**src/rtl/fetch_pkg.sv**
```systemverilog
// fetch_pkg: CPU-wide fetch definitions shared by the fetch stage and its FIFO.
//   NOP                  canonical no-op (addi x0,x0,0) used for faulted/empty entries
//   EXC_INSN_*           fetch exception cause codes
//   entry_w()            packed fetch-entry width: {pc, insn, exc_en, exc_code, exc_val}
//   fetch_state_e        RUN/HALT state of the fetch FSM
package fetch_pkg;
  localparam logic [31:0] NOP                 = 32'h00000013;
  localparam logic [3:0]  EXC_INSN_MISALIGNED = 4'd0;
  localparam logic [3:0]  EXC_INSN_ACCESS     = 4'd1;
  localparam int          INSN_W              = 32;
  localparam int          CODE_W              = 4;

  function automatic int entry_w(input int xlen);
    return xlen + INSN_W + 1 + CODE_W + xlen;
  endfunction

  typedef enum logic {
    ST_RUN  = 1'b0,
    ST_HALT = 1'b1
  } fetch_state_e;
endpackage

```
**src/rtl/fetch_fifo.sv**
```systemverilog
// fetch_fifo: 2-entry synchronous FIFO holding packed fetch entries.
//   clk, rst_n   clock / async active-low reset
//   push, wdata  enqueue (accepted when not full, or full with a same-cycle pop)
//   pop          dequeue head (ignored when empty)
//   flush        empties the FIFO; overrides push and pop
//   head, count  registered head entry and occupancy (0..2)
module fetch_fifo #(
  parameter int W = 165
) (
  input  logic         clk,
  input  logic         rst_n,
  input  logic         push,
  input  logic         pop,
  input  logic         flush,
  input  logic [W-1:0] wdata,
  output logic [W-1:0] head,
  output logic [1:0]   count
);
  logic [W-1:0] slot0_q, slot0_d, slot1_q, slot1_d;
  logic [1:0]   count_q, count_d, occ;
  logic         do_pop, do_push;

  // slot0 is always the head; a pop shifts slot1 forward, so a push lands
  // in whichever slot is first free after the pop.
  always_comb begin
    slot0_d = slot0_q;
    slot1_d = slot1_q;
    count_d = count_q;
    do_pop  = pop & (count_q != 2'd0);
    do_push = push & ((count_q != 2'd2) | do_pop);
    occ     = count_q - {1'b0, do_pop};
    if (flush) begin
      count_d = 2'd0;
    end else begin
      if (do_pop) slot0_d = slot1_q;
      if (do_push) begin
        if (occ == 2'd0) slot0_d = wdata;
        else             slot1_d = wdata;
      end
      count_d = occ + {1'b0, do_push};
    end
  end

  always_ff @(posedge clk or negedge rst_n) begin
    if (!rst_n) begin
      slot0_q <= '0;
      slot1_q <= '0;
      count_q <= 2'd0;
    end else begin
      slot0_q <= slot0_d;
      slot1_q <= slot1_d;
      count_q <= count_d;
    end
  end

  assign head  = slot0_q;
  assign count = count_q;
endmodule

```
**src/rtl/fetch_stage.sv**
```systemverilog
// fetch_stage: instruction fetch. Owns the fetch PC, samples the combinational
// instruction memory into a 2-entry FIFO and hands entries to decode.
//   pc_addr                       fetch address (PC register)
//   imem_instruction/exc_*        memory response for pc_addr
//   redirect_valid/redirect_pc    flush + new PC (highest priority)
//   id_valid/id_ready             decode handshake on the FIFO head
//   id_pc/instruction/exc_*       head entry, forced to NOP/zeros when empty
//   fetch_halted                  fetch frozen after an exception entry
module fetch_stage
  import fetch_pkg::*;
#(
  parameter int              XLEN     = 64,
  parameter logic [XLEN-1:0] RESET_PC = '0
) (
  input  logic            clk,
  input  logic            rst_n,
  output logic [XLEN-1:0] pc_addr,
  input  logic [31:0]     imem_instruction,
  input  logic            imem_exc_en,
  input  logic [3:0]      imem_exc_code,
  input  logic [XLEN-1:0] imem_exc_val,
  input  logic            redirect_valid,
  input  logic [XLEN-1:0] redirect_pc,
  input  logic            id_ready,
  output logic            id_valid,
  output logic [XLEN-1:0] id_pc,
  output logic [31:0]     id_instruction,
  output logic            id_exc_en,
  output logic [3:0]      id_exc_code,
  output logic [XLEN-1:0] id_exc_val,
  output logic            fetch_halted
);
  localparam int EW = entry_w(XLEN);

  fetch_state_e    state_q, state_d;
  logic [XLEN-1:0] pc_q, pc_d;
  logic            deq, fetch_en, misaligned;
  logic [EW-1:0]   wdata, head;
  logic [1:0]      count;
  logic [XLEN-1:0] h_pc, h_val;
  logic [31:0]     h_insn;
  logic            h_exc;
  logic [3:0]      h_code;

  assign pc_addr    = pc_q;
  assign id_valid   = (count != 2'd0);
  assign deq        = id_valid & id_ready;
  assign misaligned = (pc_q[1:0] != 2'b00);
  // id_ready feeds fetch_en directly so a full FIFO can still refill on a pop.
  assign fetch_en   = (state_q == ST_RUN) & ((count != 2'd2) | deq) & ~redirect_valid;

  always_comb begin
    state_d = state_q;
    pc_d    = pc_q;
    wdata   = {pc_q, imem_instruction, 1'b0, 4'd0, {XLEN{1'b0}}};
    if (redirect_valid) begin
      pc_d    = redirect_pc;
      state_d = ST_RUN;
    end else if (fetch_en) begin
      // Faulting fetches hold the PC and freeze in HALT, so the memory fault
      // flag is captured exactly once for a given PC.
      if (misaligned) begin
        wdata   = {pc_q, NOP, 1'b1, EXC_INSN_MISALIGNED, pc_q};
        state_d = ST_HALT;
      end else if (imem_exc_en) begin
        wdata   = {pc_q, NOP, 1'b1, imem_exc_code, imem_exc_val};
        state_d = ST_HALT;
      end else begin
        pc_d = pc_q + XLEN'(4);
      end
    end
  end

  always_ff @(posedge clk or negedge rst_n) begin
    if (!rst_n) begin
      state_q <= ST_RUN;
      pc_q    <= RESET_PC;
    end else begin
      state_q <= state_d;
      pc_q    <= pc_d;
    end
  end

  fetch_fifo #(.W(EW)) u_fifo (
    .clk   (clk),
    .rst_n (rst_n),
    .push  (fetch_en),
    .pop   (deq),
    .flush (redirect_valid),
    .wdata (wdata),
    .head  (head),
    .count (count)
  );

  assign {h_pc, h_insn, h_exc, h_code, h_val} = head;

  assign id_pc          = id_valid ? h_pc   : '0;
  assign id_instruction = id_valid ? h_insn : NOP;
  assign id_exc_en      = id_valid & h_exc;
  assign id_exc_code    = id_valid ? h_code : 4'd0;
  assign id_exc_val     = id_valid ? h_val  : '0;
  assign fetch_halted   = (state_q == ST_HALT);
endmodule

```
**config.mk**
```make
export PLATFORM = sky130hd
export DESIGN_NAME = fetch_stage
export DESIGN_NICKNAME = d
export VERILOG_FILES = /design/src/rtl/fetch_pkg.sv /design/src/rtl/fetch_fifo.sv /design/src/rtl/fetch_stage.sv
export SDC_FILE = /design/constraint.sdc
export NUM_CORES = 1
export LEC_CHECK = 0
export CAP_MARGIN = 30
export CORE_ASPECT_RATIO = 1.1
export CORE_MARGIN = 2
export CORE_UTILIZATION = 40
export CTS_CLUSTER_SIZE = 28
export DETAILED_ROUTE_END_ITERATION = 7
export HOLD_SLACK_MARGIN = 0.1
export PLACE_DENSITY_LB_ADDON = 0.15
export SYNTH_ARGS = -nofsm -noshare
export SYNTH_HDL_FRONTEND = slang
export SYNTH_SLANG_ARGS = --single-unit
```
**constraint.sdc**
```tcl
create_clock -name clk -period 4.15 [get_ports clk]
set_clock_uncertainty 0.2 [all_clocks]
set_input_delay 0.415 -clock clk [delete_from_list [all_inputs] [get_ports clk]]
set_output_delay 0.415 -clock clk [all_outputs]
set_load 0.01 [all_outputs]
```
Word-level counts from Yosys, hierarchy flattened --
Index checks and enable logic that the tools add are counted.
Cells by class: add/sub/neg operators 3, equality and inequality tests 3, mux-type cells 19, bitwise operators 11, reductions and logical operators 8
Operators with widths (count):
- $mux 165 | 3
- $mux 64 | 6
- $mux 101 | 3
- $add 64x3->64 const B | 1
- $mux 32 | 1
- $and 1x1->1 | 6
- $reduce_and 3->1 | 2
- $reduce_bool 2->1 | 3
- $mux 1 | 4
- $mux 4 | 1
- $ne 2x2->1 const B | 2
- $not 1->1 | 3
- $reduce_bool 3->1 | 1
- $add 2x1->2 | 1
- $logic_not 2->1 | 1
- $mux 2 | 1
- $ne 2x1->1 const B | 1
- $or 1x1->1 | 2
- $reduce_and 2->1 | 1
- $sub 2x1->2 | 1
Word-level totals: register bits 397, input port bits 169, word-level logic and storage cells 49

Depth between registers and ports, before layout --
Gate-level depths: netlist of the first run.
word-level depth 8, mapped depth 12, depth with buffers taken out 8

Cells and area by module --
From an unflattened synthesis of the first run, not the netlist that was laid out.
Unflattened totals: cell total of the unflattened synthesis 1918, area total of the unflattened synthesis 20339.5 µm²
By module, submodules not included:
- fetch_fifo | instances 1, cells an instance 926, area an instance 13465.4 µm², sequential area each 8308.0 µm²
- fetch_stage | instances 1, cells an instance 992, area an instance 6874.1 µm², sequential area each 1626.6 µm²

Least setup slack after synthesis of the first run --
OpenSTA, ideal clock, no wires.
path kind reg2reg, from reg u_fifo.count_q[1] (netlist: u_fifo.count[1]), to reg u_fifo.slot0_q[107] (netlist: u_fifo.head[107]), setup time 79 ps, data arrival time 2639 ps, data required time 3871 ps, path slack 1231 ps, cell stages (with the launch flop) 12, clock period less this slack 2919 ps, path through dfrtp_1 -> or2_2 -> clkbuf_1 -> and2_1 -> ha_1 -> xnor2_1 -> and3_1 -> clkbuf_1 -> or2_2 -> clkbuf_1 -> clkbuf_1 -> a2bb2oi_1
On the way: longest elaborated chain between the ends 7
RTL lines:
- start: declaration | RTL line fetch_fifo.sv:20 | logic [1:0] count_q, count_d, occ;
- start signal: assignment | RTL line fetch_fifo.sv:52 | count_q <= count_d;
- $reduce_bool 2->1 | RTL line fetch_fifo.sv:29, fetch_stage.sv:46
- $and 1x1->1 | RTL line fetch_stage.sv:47 | assign deq = id_valid & id_ready;
- $and 1x1->1 / $or 1x1->1 (equally long branches) | RTL line fetch_fifo.sv:29, fetch_stage.sv:50
- $sub 2x1->2 / $and 1x1->1 (equally long branches) | RTL line fetch_fifo.sv:31, fetch_stage.sv:50
- $logic_not 2->1 / $and 1x1->1 (equally long branches) | RTL line fetch_fifo.sv:37, fetch_stage.sv:50
- $mux 165 / $and 1x1->1 (equally long branches) | RTL line fetch_fifo.sv:37, fetch_fifo.sv:30
- $mux 165 * | RTL line fetch_fifo.sv:36 | if (do_push) begin
- end signal: assignment | RTL line fetch_fifo.sv:50 | slot0_q <= slot0_d;
- end: declaration | RTL line fetch_fifo.sv:19 | logic [W-1:0] slot0_q, slot0_d, slot1_q, slot1_d;
Mark *: on every way between the ends. The rest lies on a longest branch, timed or not. A chain may end at the register's enable or synchronous reset.

Worst setup path in the final report of the first run --
from reg pc_q[0] (netlist: pc_addr[0]), to reg pc_q[50] (netlist: pc_addr[50])
On the way: longest elaborated chain between the ends 5
RTL lines:
- start: declaration | RTL line fetch_stage.sv:36 | logic [XLEN-1:0] pc_q, pc_d;
- start signal: assignment | RTL line fetch_stage.sv:80 | pc_q <= pc_d;
- $add 64x3->64 | RTL line fetch_stage.sv:69 | pc_d = pc_q + XLEN'(4);
- $mux 64 | RTL line fetch_stage.sv:65 | end else if (imem_exc_en) begin
- $mux 64 | RTL line fetch_stage.sv:62 | if (misaligned) begin
- $mux 64 | RTL line fetch_stage.sv:59 | end else if (fetch_en) begin
- $mux 64 | RTL line fetch_stage.sv:56 | if (redirect_valid) begin
Parallel ways exist; a longest one is shown, timed or not. The select of a mux whose other input is x is not followed.

==> impl_metrics.json, run 1 <==
{
  "cap_violations": 0,
  "start_util_pct": 40.5,
  "clock-sinks": 397,
  "grt-ovfl-total": 0,
  "track_usage_pct": 25.3,
  "min_period_ns": 3.19,
  "status": "completed",
  "ys_seq_elements": 397,
  "drtIter0Drc": 1418,
  "synth_seq_area_share_pct": 50.1,
  "die_area_um2": 51300,
  "drc": 0,
  "p_leak_nw": 10.3,
  "dr_total_vias": 17300,
  "vdd_drop_max_mv": 0.526,
  "arrival_ns": 3.48,
  "max-slew-margin-rel_pct": 43.5,
  "viasPerCell": 5.53,
  "cts-root-buf": "clkbuf_16",
  "wl_um": 66700,
  "pin_count": 400,
  "reg2reg_depth": 7,
  "grt_pass1_vias": 16400,
  "port_buffers": 399,
  "syn_area_um2": 19800,
  "fp.dieH_um": 237,
  "layout-area-overhead-vs-synth_pct": 28.0,
  "dieWidth_um": 216,
  "ys.flop_type": "dfrtp_1",
  "syn_inst": 2202,
  "antenna_found_initial": 10,
  "critical_path_required_ns": 4.44,
  "avgRoutedWirePerCell_um": 21.3,
  "cts_tree": "done",
  "fin_nets": 2605,
  "crit_chain": "buf_4, or4_1, nor3_1, buf_4, nand4_1, or4_1, a31oi_1",
  "setup_viol": 0,
  "yosysWarnings": 0,
  "utilization_pct": 51.8,
  "finalPower_mw": 18.7,
  "hp-class": "in -> async",
  "fmax_mhz": 314,
  "stdcell_area_um2": 25400,
  "placeableCoreArea_um2": 48900,
  "final_layout_size_suffix_gt1_share_pct": 4.91,
  "cts_buffers": 44,
  "dpl_cell_area_um2": 23900,
  "cts_buffer_depth": 3,
  "dp_hpwl_um": 44100,
  "yosys.cell_types.count": 48,
  "setup_tns_ns": 0,
  "post_cts_resized": 0,
  "hold_violations": 0,
  "slowest_stage": "or4_1",
  "globalplace.congestion": 0.840,
  "async_flop_share_pct": 100,
  "worst_pin_slew_ns": 0.847,
  "synth_fp_nets": 2374,
  "slowest_delay_ns": 0.67,
  "firstDrtPassIters": 5,
  "clkTransAtPathRegs_ns": 0.06,
  "crit_path_start_kind": "register",
  "grt_pass1_wl_um": 101000,
  "grt_max_degree": 168,
  "worstSetupEndpointType": "register",
  "rsz0062_at_grt": "no",
  "num_rows": 85,
  "drv_slew": 0,
  "htreeDepth": 2,
  "postRouteAntennaNets": 0,
  "clkLatencyLatePin_ns": 0.57,
  "cp_max_fo": 13,
  "powerDensity_nw_per_um2": 739,
  "postSynthAreaPerCell_um2": 9.00,
  "min_period_over_period_pct": 76.8,
  "critical_path_class": "reg -> reg",
  "synth_edf_count": 0
}
-- placed cells by master (no fill, tap or decap), drive strengths merged, types with 17 or more instances in the layout --
cell,count
clkdlybuf4s50,396
dfrtp,397
a21oi,95
mux2i,52
a211oi,79
nor2b,81
nand2,365
and2,166
o21ai,107
or3,19
nand3,78
buf,39
clkbuf,64
nand4,26
a2bb2oi,35
and3,23
nor2,141
xor2,17
a31oi,124
-- sequential cells by signal, indices dropped and copies added, names as in the netlist --
| signal | cells |
|---|---|
| u_fifo.count | 2 |
| u_fifo.head | 165 |
| u_fifo.slot1_q | 165 |
| fetch_halted | 1 |
| pc_addr | 64 |
-- worst max-delay path: cells and delay by family, from the launching register on --
kind	cells	cell delay, ns
AO/OA/AOI/OAI	1	0.17
buffers and inverters	2	0.34
flip-flops	1	0.37
AND/OR/NAND/NOR	4	2.02
-- what timing repair did --
item / 4_1_cts / 5_1_grt
hold buffers: 2 / 0
endpoints found under the hold margin: 63 / 0
buffers inserted: 0 / 0
-- power breakdown --
| group | leakage, nW | switching (mW) | internal (mW) | total, mW |
|---|---|---|---|---|
| sequential | 4.67 | 0.994 | 5.55 | 6.54 |
| clock | 0.708 | 1.61 | 2.40 | 4.02 |
| combinational | 4.93 | 4.22 | 3.96 | 8.19 |
-- cell type report --
class / count / area [um2]
fill: 4541 / 23600
sequential: 397 / 9930
multi-input combinational: 1540 / 8680
timing repair buffer: 437 / 4420
clock buffer: 64 / 1260
tap: 652 / 816
clock inverter: 12 / 191
inverter: 13 / 48.8
antenna: 8 / 20.0
-- per-layer routing --
layer | GRT usage, % | vias up | wire, um
met5 | 0 | - | 43
met4 | 8.36 | 8 | 1900
met3 | 4.30 | 104 | 4450
met2 | 37.7 | 624 | 29500
met1 | 37.5 | 8476 | 30800
li1 | - | 8050 | -
-- path summary, 6_finish.rpt --
check | startpoint | endpoint | slack [ns]
max in group asynchronous | rst_n | u_fifo.slot1_q[162] | 2.30
worst max-delay path | pc_addr[0] | pc_addr[50] | 0.96
worst min-delay path | rst_n | u_fifo.head[98] | 0.19
min in group clk | redirect_pc[21] | pc_addr[21] | 0.21
worst min register to register | u_fifo.slot1_q[145] | u_fifo.slot1_q[145] | 0.28
worst max register to register | pc_addr[0] | pc_addr[50] | 0.96
-- kinds of logic (layout without fill, tap and decap cells) --
kind of cell	Yosys count	count (layout)	share of synthesized area [%]
DFF	397	397	50.1
buffers and inverters	265	526	6.25
other	0	8	0
xor gates and xnor gates	32	32	1.41
and+or+nand+nor	957	957	23.5
muxes	55	55	2.80
adders and majority gates	3	3	0.189
AOI/OAI and AO/OA	493	493	15.7
-- cell usage after synthesis (3+ instances only) --
cell type	n	area, um2
a31oi_1	124	776
nand2_1	365	1370
ha_1	3	37.5
or2_2	5	31.3
nand4_1	26	163
nor3_1	14	70.1
o2bb2ai_1	13	114
nor2b_1	81	507
buf_4	64	480
and3_1	23	144
a21oi_1	95	475
nor4_1	12	75.1
nor2_1	141	529
dfrtp_1	397	9930
a211oi_1	79	593
nand2b_1	4	25.0
or3_1	19	119
xnor2_1	15	131
buf_1	10	37.5
o22ai_1	15	93.8
nand3_1	78	390
o21ai_0	107	536
or4_1	13	97.6
nand4b_1	3	26.3
and4_1	3	26.3
o22a_1	7	61.3
o31ai_1	9	67.6
clkbuf_1	175	657
xor2_1	17	149
mux2_2	3	33.8
a2bb2oi_1	35	307
and2_1	165	1030
mux2i_1	52	521
inv_1	13	48.8
-- per-stage QoR --
| step | instances | hold WS [ns] | setup slack, ns |
|---|---|---|---|
| after CTS | 3115 | 0.186 | 0.978 |
| after floorplan | 2202 | -0.0806 | 1.23 |
| final | 3123 | 0.192 | 0.962 |
| after global routing | 3118 | 0.221 | 0.810 |
| after detailed placement | 3037 | 0.198 | 0.906 |
| after global placement | 3037 | 0.194 | 0.973 |
No activity file was read; power rests on OpenSTA's default activity.
==> run 2: changes to the inputs <==
- clock period: 4.15 -> 3 ns (I/O delays scaled with it)
==> impl_metrics.json, run 2 (same netlist as run 1, synthesis figures left out) <==
{
  "status": "completed",
  "cts_buffer_depth": 3,
  "regToRegEndpoint": "u_fifo.slot1_q[11]",
  "cts-root-buf": "clkbuf_16",
  "comb_power_share_pct": 45.1,
  "hp-class": "in -> reg",
  "clkLatencyLatePin_ns": 0.58,
  "p_sw_mw": 9.67,
  "postCtsSetupBuffers": 0,
  "final_cell_count_no_fill": 3239,
  "cp_max_fo": 83,
  "num_rows": 85,
  "dieWidth_um": 216,
  "port_buffers": 399,
  "vdd_drop_max_mv": 0.648,
  "critPathCapture": "id_pc[8]",
  "wl_um": 68100,
  "htreeDepth": 2,
  "firstDrtPassIters": 5,
  "crit_chain": "or2_4, bufbuf_16, and2_1, clkdlybuf4s50_1",
  "layout-area-overhead-vs-synth_pct": 34.3,
  "slowest_delay_ns": 0.47,
  "postRouteAntennaNets": 0,
  "crit_buf_inv": 2,
  "timing.reg2reg.setup_slack_ns": 0.23,
  "max-slew-margin-rel_pct": 33.3,
  "globalplace.congestion": 0.877,
  "cts_buffers": 45,
  "switching_share_pct": 36.1,
  "placeableCoreArea_um2": 48900,
  "clock-sinks": 397,
  "start_util_pct": 40.5,
  "crit_path_start_kind": "register",
  "critical_path_required_ns": 2.50,
  "avgRoutedWirePerCell_um": 21.0,
  "min_period_over_period_pct": 98.0,
  "dp_hpwl_um": 46300,
  "grt_pass1_wl_um": 105000,
  "cap_violations": 0,
  "power.share.sequential_pct": 33.1,
  "clkPwrFrac_pct": 21.8,
  "die_area_um2": 51300,
  "drtIter0Drc": 1444,
  "min_period_ns": 2.94,
  "worstSetupEndpointType": "output pin",
  "setup_viol": 0,
  "clkTransAtPathRegs_ns": 0.06,
  "dr_total_vias": 17700,
  "rsz0062_at_grt": "yes",
  "slowest_stage": "clkdlybuf4s50_1",
  "fp.dieH_um": 237,
  "grt_pass1_vias": 17500,
  "pin_count": 400,
  "p_leak_nw": 11.0,
  "crit_start": "u_fifo.count[1]",
  "critical_path_class": "reg -> out",
  "final_cell_mix": "dfrtp_1, clkdlybuf4s50_1, nand2_1, and2_1, nor2_1",
  "drv_slew": 0,
  "reg2reg_depth": 10,
  "track_usage_pct": 26.4,
  "fin_nets": 2719,
  "rr_startpoint": "u_fifo.count[1]",
  "antenna_found_initial": 4,
  "final_common_cell": "dfrtp_1",
  "multi_input_area_um2": 8680,
  "drc": 0,
  "arrival_ns": 2.44,
  "seq_area_um2": 9930,
  "cts_tree": "done",
  "worst_pin_slew_ns": 0.993,
  "grt_max_degree": 86,
  "grt-ovfl-total": 0,
  "fillers": 4393,
  "dp_cells": 3110,
  "utilization_pct": 54.4,
  "critPathTopFamily": "buffers and inverters",
  "fmax_mhz": 340,
  "p_int_mw": 17.1,
  "final_layout_size_suffix_gt1_share_pct": 8.01,
  "cp.depth": 4,
  "hold_violations": 0,
  "viasPerCell": 5.47,
  "powerDensity_nw_per_um2": 1010
}
-- run 2: changes by cell type in the layout (fill, tap and decap cells not counted), moves of 5 or more --
cell | previous run | this run
dlygate4sd3_1 | 2 | 41
clkbuf_8 | 6 | 13
clkinvlp_4 | 1 | 6
buf_4 | 25 | 85
diode_2 | 8 | 3
buf_12 | 11 | 22
-- run 2: power by group through the flow --
stage	Combinational, mW	Clock (mW)	Sequential [mW]
floorplan	6.92	0	8.54
global placement	11.7	0	8.84
detailed placement	12.0	0	8.93
CTS	12.2	5.96	8.86
global route	13.2	6.20	9.14
finish	12.1	5.83	8.86
-- run 2: metal layers --
layer	GRT usage, %	wire length (um)
met2	39.2	30500
met1	38.5	31400
met4	11.6	2760
met5	0	13
met3	3.35	3450
-- run 2: tightest hold or removal path, cell delays in order --
cell and delay [ns]:
clkdlybuf4s50_1 0.41, nand2_1 0.07, o21ai_0 0.07
-- run 2: area by class of cell --
class                           count  share of cell area (%)
Timing Repair Buffer              550                    20.8
Antenna cell                        3                  0.0282
Sequential cell                   397                    37.3
Multi-Input combinational cell   1540                    32.6
Clock inverter                     14                   0.710
Inverter                           13                   0.183
Tap cell                          652                    3.07
Clock buffer                       70                    5.23
-- run 2: worst min-delay path by stage --
stage,startpoint,to,slack (ns),cells past startpoint
6_report,redirect_pc[7],pc_addr[7],0.12,3
3_5_place_dp,rst_n,u_fifo.head[100],0.12,1
4_1_cts,redirect_pc[7],pc_addr[7],0.10,3
5_1_grt,redirect_pc[54],pc_addr[54],0.12,3
2_1_floorplan,rst_n,fetch_halted,-0.20,0
3_3_place_gp,rst_n,u_fifo.head[93],0.12,1
-- run 2: metrics by stage --
stage	setup TNS, ns	total power, mW	instance area (um2)	setup WS, ns	hold slack [ns]
after floorplan	0	15.5	19800	0.0814	-0.196
after global placement	0	20.5	24600	0.258	0.118
after detailed placement	0	20.9	24600	0.124	0.117
after CTS	0	27.0	26600	0.0897	0.100
after global routing	-0.000209	28.6	26600	-0.000177	0.118
final	0	26.8	26600	0.0587	0.117
-- run 2: repair_timing --
item                                   CTS  global route
setup endpoints to repair              116             2
gates resized for setup                  1             2
endpoints found under the hold margin  413             0
hold buffers                            41             0
gates cloned                             1             0
==> run 3: changes to the inputs <==
- CORE_UTILIZATION: 40 -> 52
==> impl_metrics.json, run 3 (same netlist as run 1, synthesis figures left out) <==
{
  "antenna_found_initial": 4,
  "port_buffers": 399,
  "htreeDepth": 2,
  "stdcell_area_um2": 25800,
  "status": "completed",
  "critical_path_required_ns": 3.22,
  "crit_path_frequent_cell": "or4_1",
  "dieWidth_um": 190,
  "cp.depth": 5,
  "fmax_mhz": 337,
  "layout-area-overhead-vs-synth_pct": 30.1,
  "finalPower_mw": 26.6,
  "clock-sinks": 397,
  "fin_nets": 2653,
  "fillers": 2948,
  "arrival_ns": 3.19,
  "worst_pin_slew_ns": 0.862,
  "cts_tree": "done",
  "globalplace.congestion": 0.915,
  "dp_hpwl_um": 42200,
  "min_period_ns": 2.96,
  "viasPerCell": 5.89,
  "powerDensity_nw_per_um2": 1030,
  "placeableCoreArea_um2": 37800,
  "dpl_cell_area_um2": 24100,
  "timing.reg2reg.setup_slack_ns": 0.04,
  "postRouteAntennaNets": 0,
  "drv_slew": 0,
  "critical_path_class": "reg -> reg",
  "slowest_delay_ns": 0.70,
  "hp-class": "in -> reg",
  "track_usage_pct": 31.7,
  "pin_count": 400,
  "vdd_drop_max_mv": 0.802,
  "dr_total_vias": 17800,
  "setup_viol": 0,
  "reg2reg_depth": 5,
  "wl_um": 64000,
  "cts_buffer_depth": 3,
  "cts_buffers": 42,
  "fp.dieH_um": 209,
  "setup_tns_ns": 0,
  "grt-ovfl-total": 0,
  "final_common_cell": "dfrtp_1",
  "grt_pass1_wl_um": 99200,
  "min_period_over_period_pct": 98.8,
  "crit_path_start_kind": "register",
  "drtIter0Drc": 1678,
  "postCtsSetupBuffers": 0,
  "critPathCapture": "pc_addr[23]",
  "final_cell_mix": "dfrtp_1, clkdlybuf4s50_1, nand2_1, and2_1, nor2_1",
  "max-slew-margin-rel_pct": 42.6,
  "cp_max_fo": 6,
  "crit_buf_inv": 0,
  "avgRoutedWirePerCell_um": 21.2,
  "rsz0062_at_grt": "no",
  "drc": 0,
  "regToRegEndpoint": "pc_addr[23]",
  "die_area_um2": 39700,
  "critPathTopFamily": "simple AND/OR/NAND/NOR gates",
  "start_util_pct": 52.4,
  "crit_start": "fetch_halted",
  "cts-root-buf": "clkbuf_16",
  "hold_violations": 0,
  "slowest_stage": "or4_1",
  "final_layout_size_suffix_gt1_share_pct": 7.09,
  "clkLatencyLatePin_ns": 0.54,
  "crit_chain": "or4_1, or4_1, nor4_1, xor2_1, mux2_2",
  "num_rows": 75,
  "clkTransAtPathRegs_ns": 0.06,
  "p_leak_nw": 10.7,
  "worstSetupEndpointType": "register",
  "grt_pass1_vias": 17400,
  "cap_violations": 0,
  "grt_max_degree": 168,
  "rr_startpoint": "fetch_halted",
  "firstDrtPassIters": 5
}
[run 3: changes by cell type in the layout (fill, tap and decap cells not counted), sizes merged]
cell,delta
buf,-24
bufbuf,-1
bufinv,+5
clkbuf,-9
clkinv,+2
clkinvlp,-5
diode,+2
dlygate4sd3,-39
inv,-1
[run 3: how the worst min path moves through the flow]
| stage | startpoint | endpoint | slack, ns | depth (start not counted) |
|---|---|---|---|---|
| 2_1_floorplan | rst_n | fetch_halted | -0.20 | 0 |
| 3_3_place_gp | rst_n | u_fifo.head[10] | 0.17 | 1 |
| 3_5_place_dp | rst_n | u_fifo.head[10] | 0.17 | 1 |
| 4_1_cts | redirect_pc[28] | pc_addr[28] | 0.11 | 3 |
| 5_1_grt | redirect_pc[9] | pc_addr[9] | 0.13 | 3 |
| 6_report | redirect_pc[2] | pc_addr[2] | 0.12 | 3 |
[run 3: what timing repair did]
action	in CTS	in global routing
hold endpoints to repair	210	0
gates resized for setup	1	1
hold buffers	2	0
cloned	0	1
pin swaps	0	0
setup endpoints to repair	5	27
[run 3: power by group]
group | total, mW | internal, mW | switching [mW]
combinational | 11.7 | 5.63 | 6.10
sequential | 8.91 | 7.67 | 1.24
clock | 5.91 | 3.74 | 2.16
[run 3: layer usage]
layer  wire (um)  GRT usage (%)  vias up
met4        2560           13.7        0
met1       26800           44.6     8702
li1            -              -     8132
met5           0              0        -
met3        5150           5.44      136
met2       29500           48.7      803
[run 3: area by class of cell]
class / instances / area, um2 / share of cell area [%]
diodes: 5 / 12.5 / 0.0485
well taps: 500 / 626 / 2.43
clock buffers: 60 / 1280 / 4.98
repair buffers: 487 / 4890 / 19.0
inverters: 13 / 48.8 / 0.189
flip-flops and latches: 397 / 9930 / 38.5
clock inverters: 15 / 307 / 1.19
multi-input cells: 1540 / 8680 / 33.7
[run 3: worst reg2reg max path, stage by stage (launching register included)]
cell	delay, ns
dfrtp_1	0.37
or4_1	0.70
or4_1	0.69
nor4_1	0.46
xor2_1	0.14
mux2_2	0.30
[run 3: metrics by stage]
step	hold WS, ns	util, %	worst slack (ns)	instances
3_5_place_dp	0.172	63.8	0.0814	2934
3_3_place_gp	0.171	63.8	0.174	2934
6_report	0.123	68.2	0.0358	3017
4_1_cts	0.107	68.0	0.00153	3011
2_1_floorplan	-0.196	-	0.0814	2202
5_1_grt	0.128	68.1	0.0353	3016
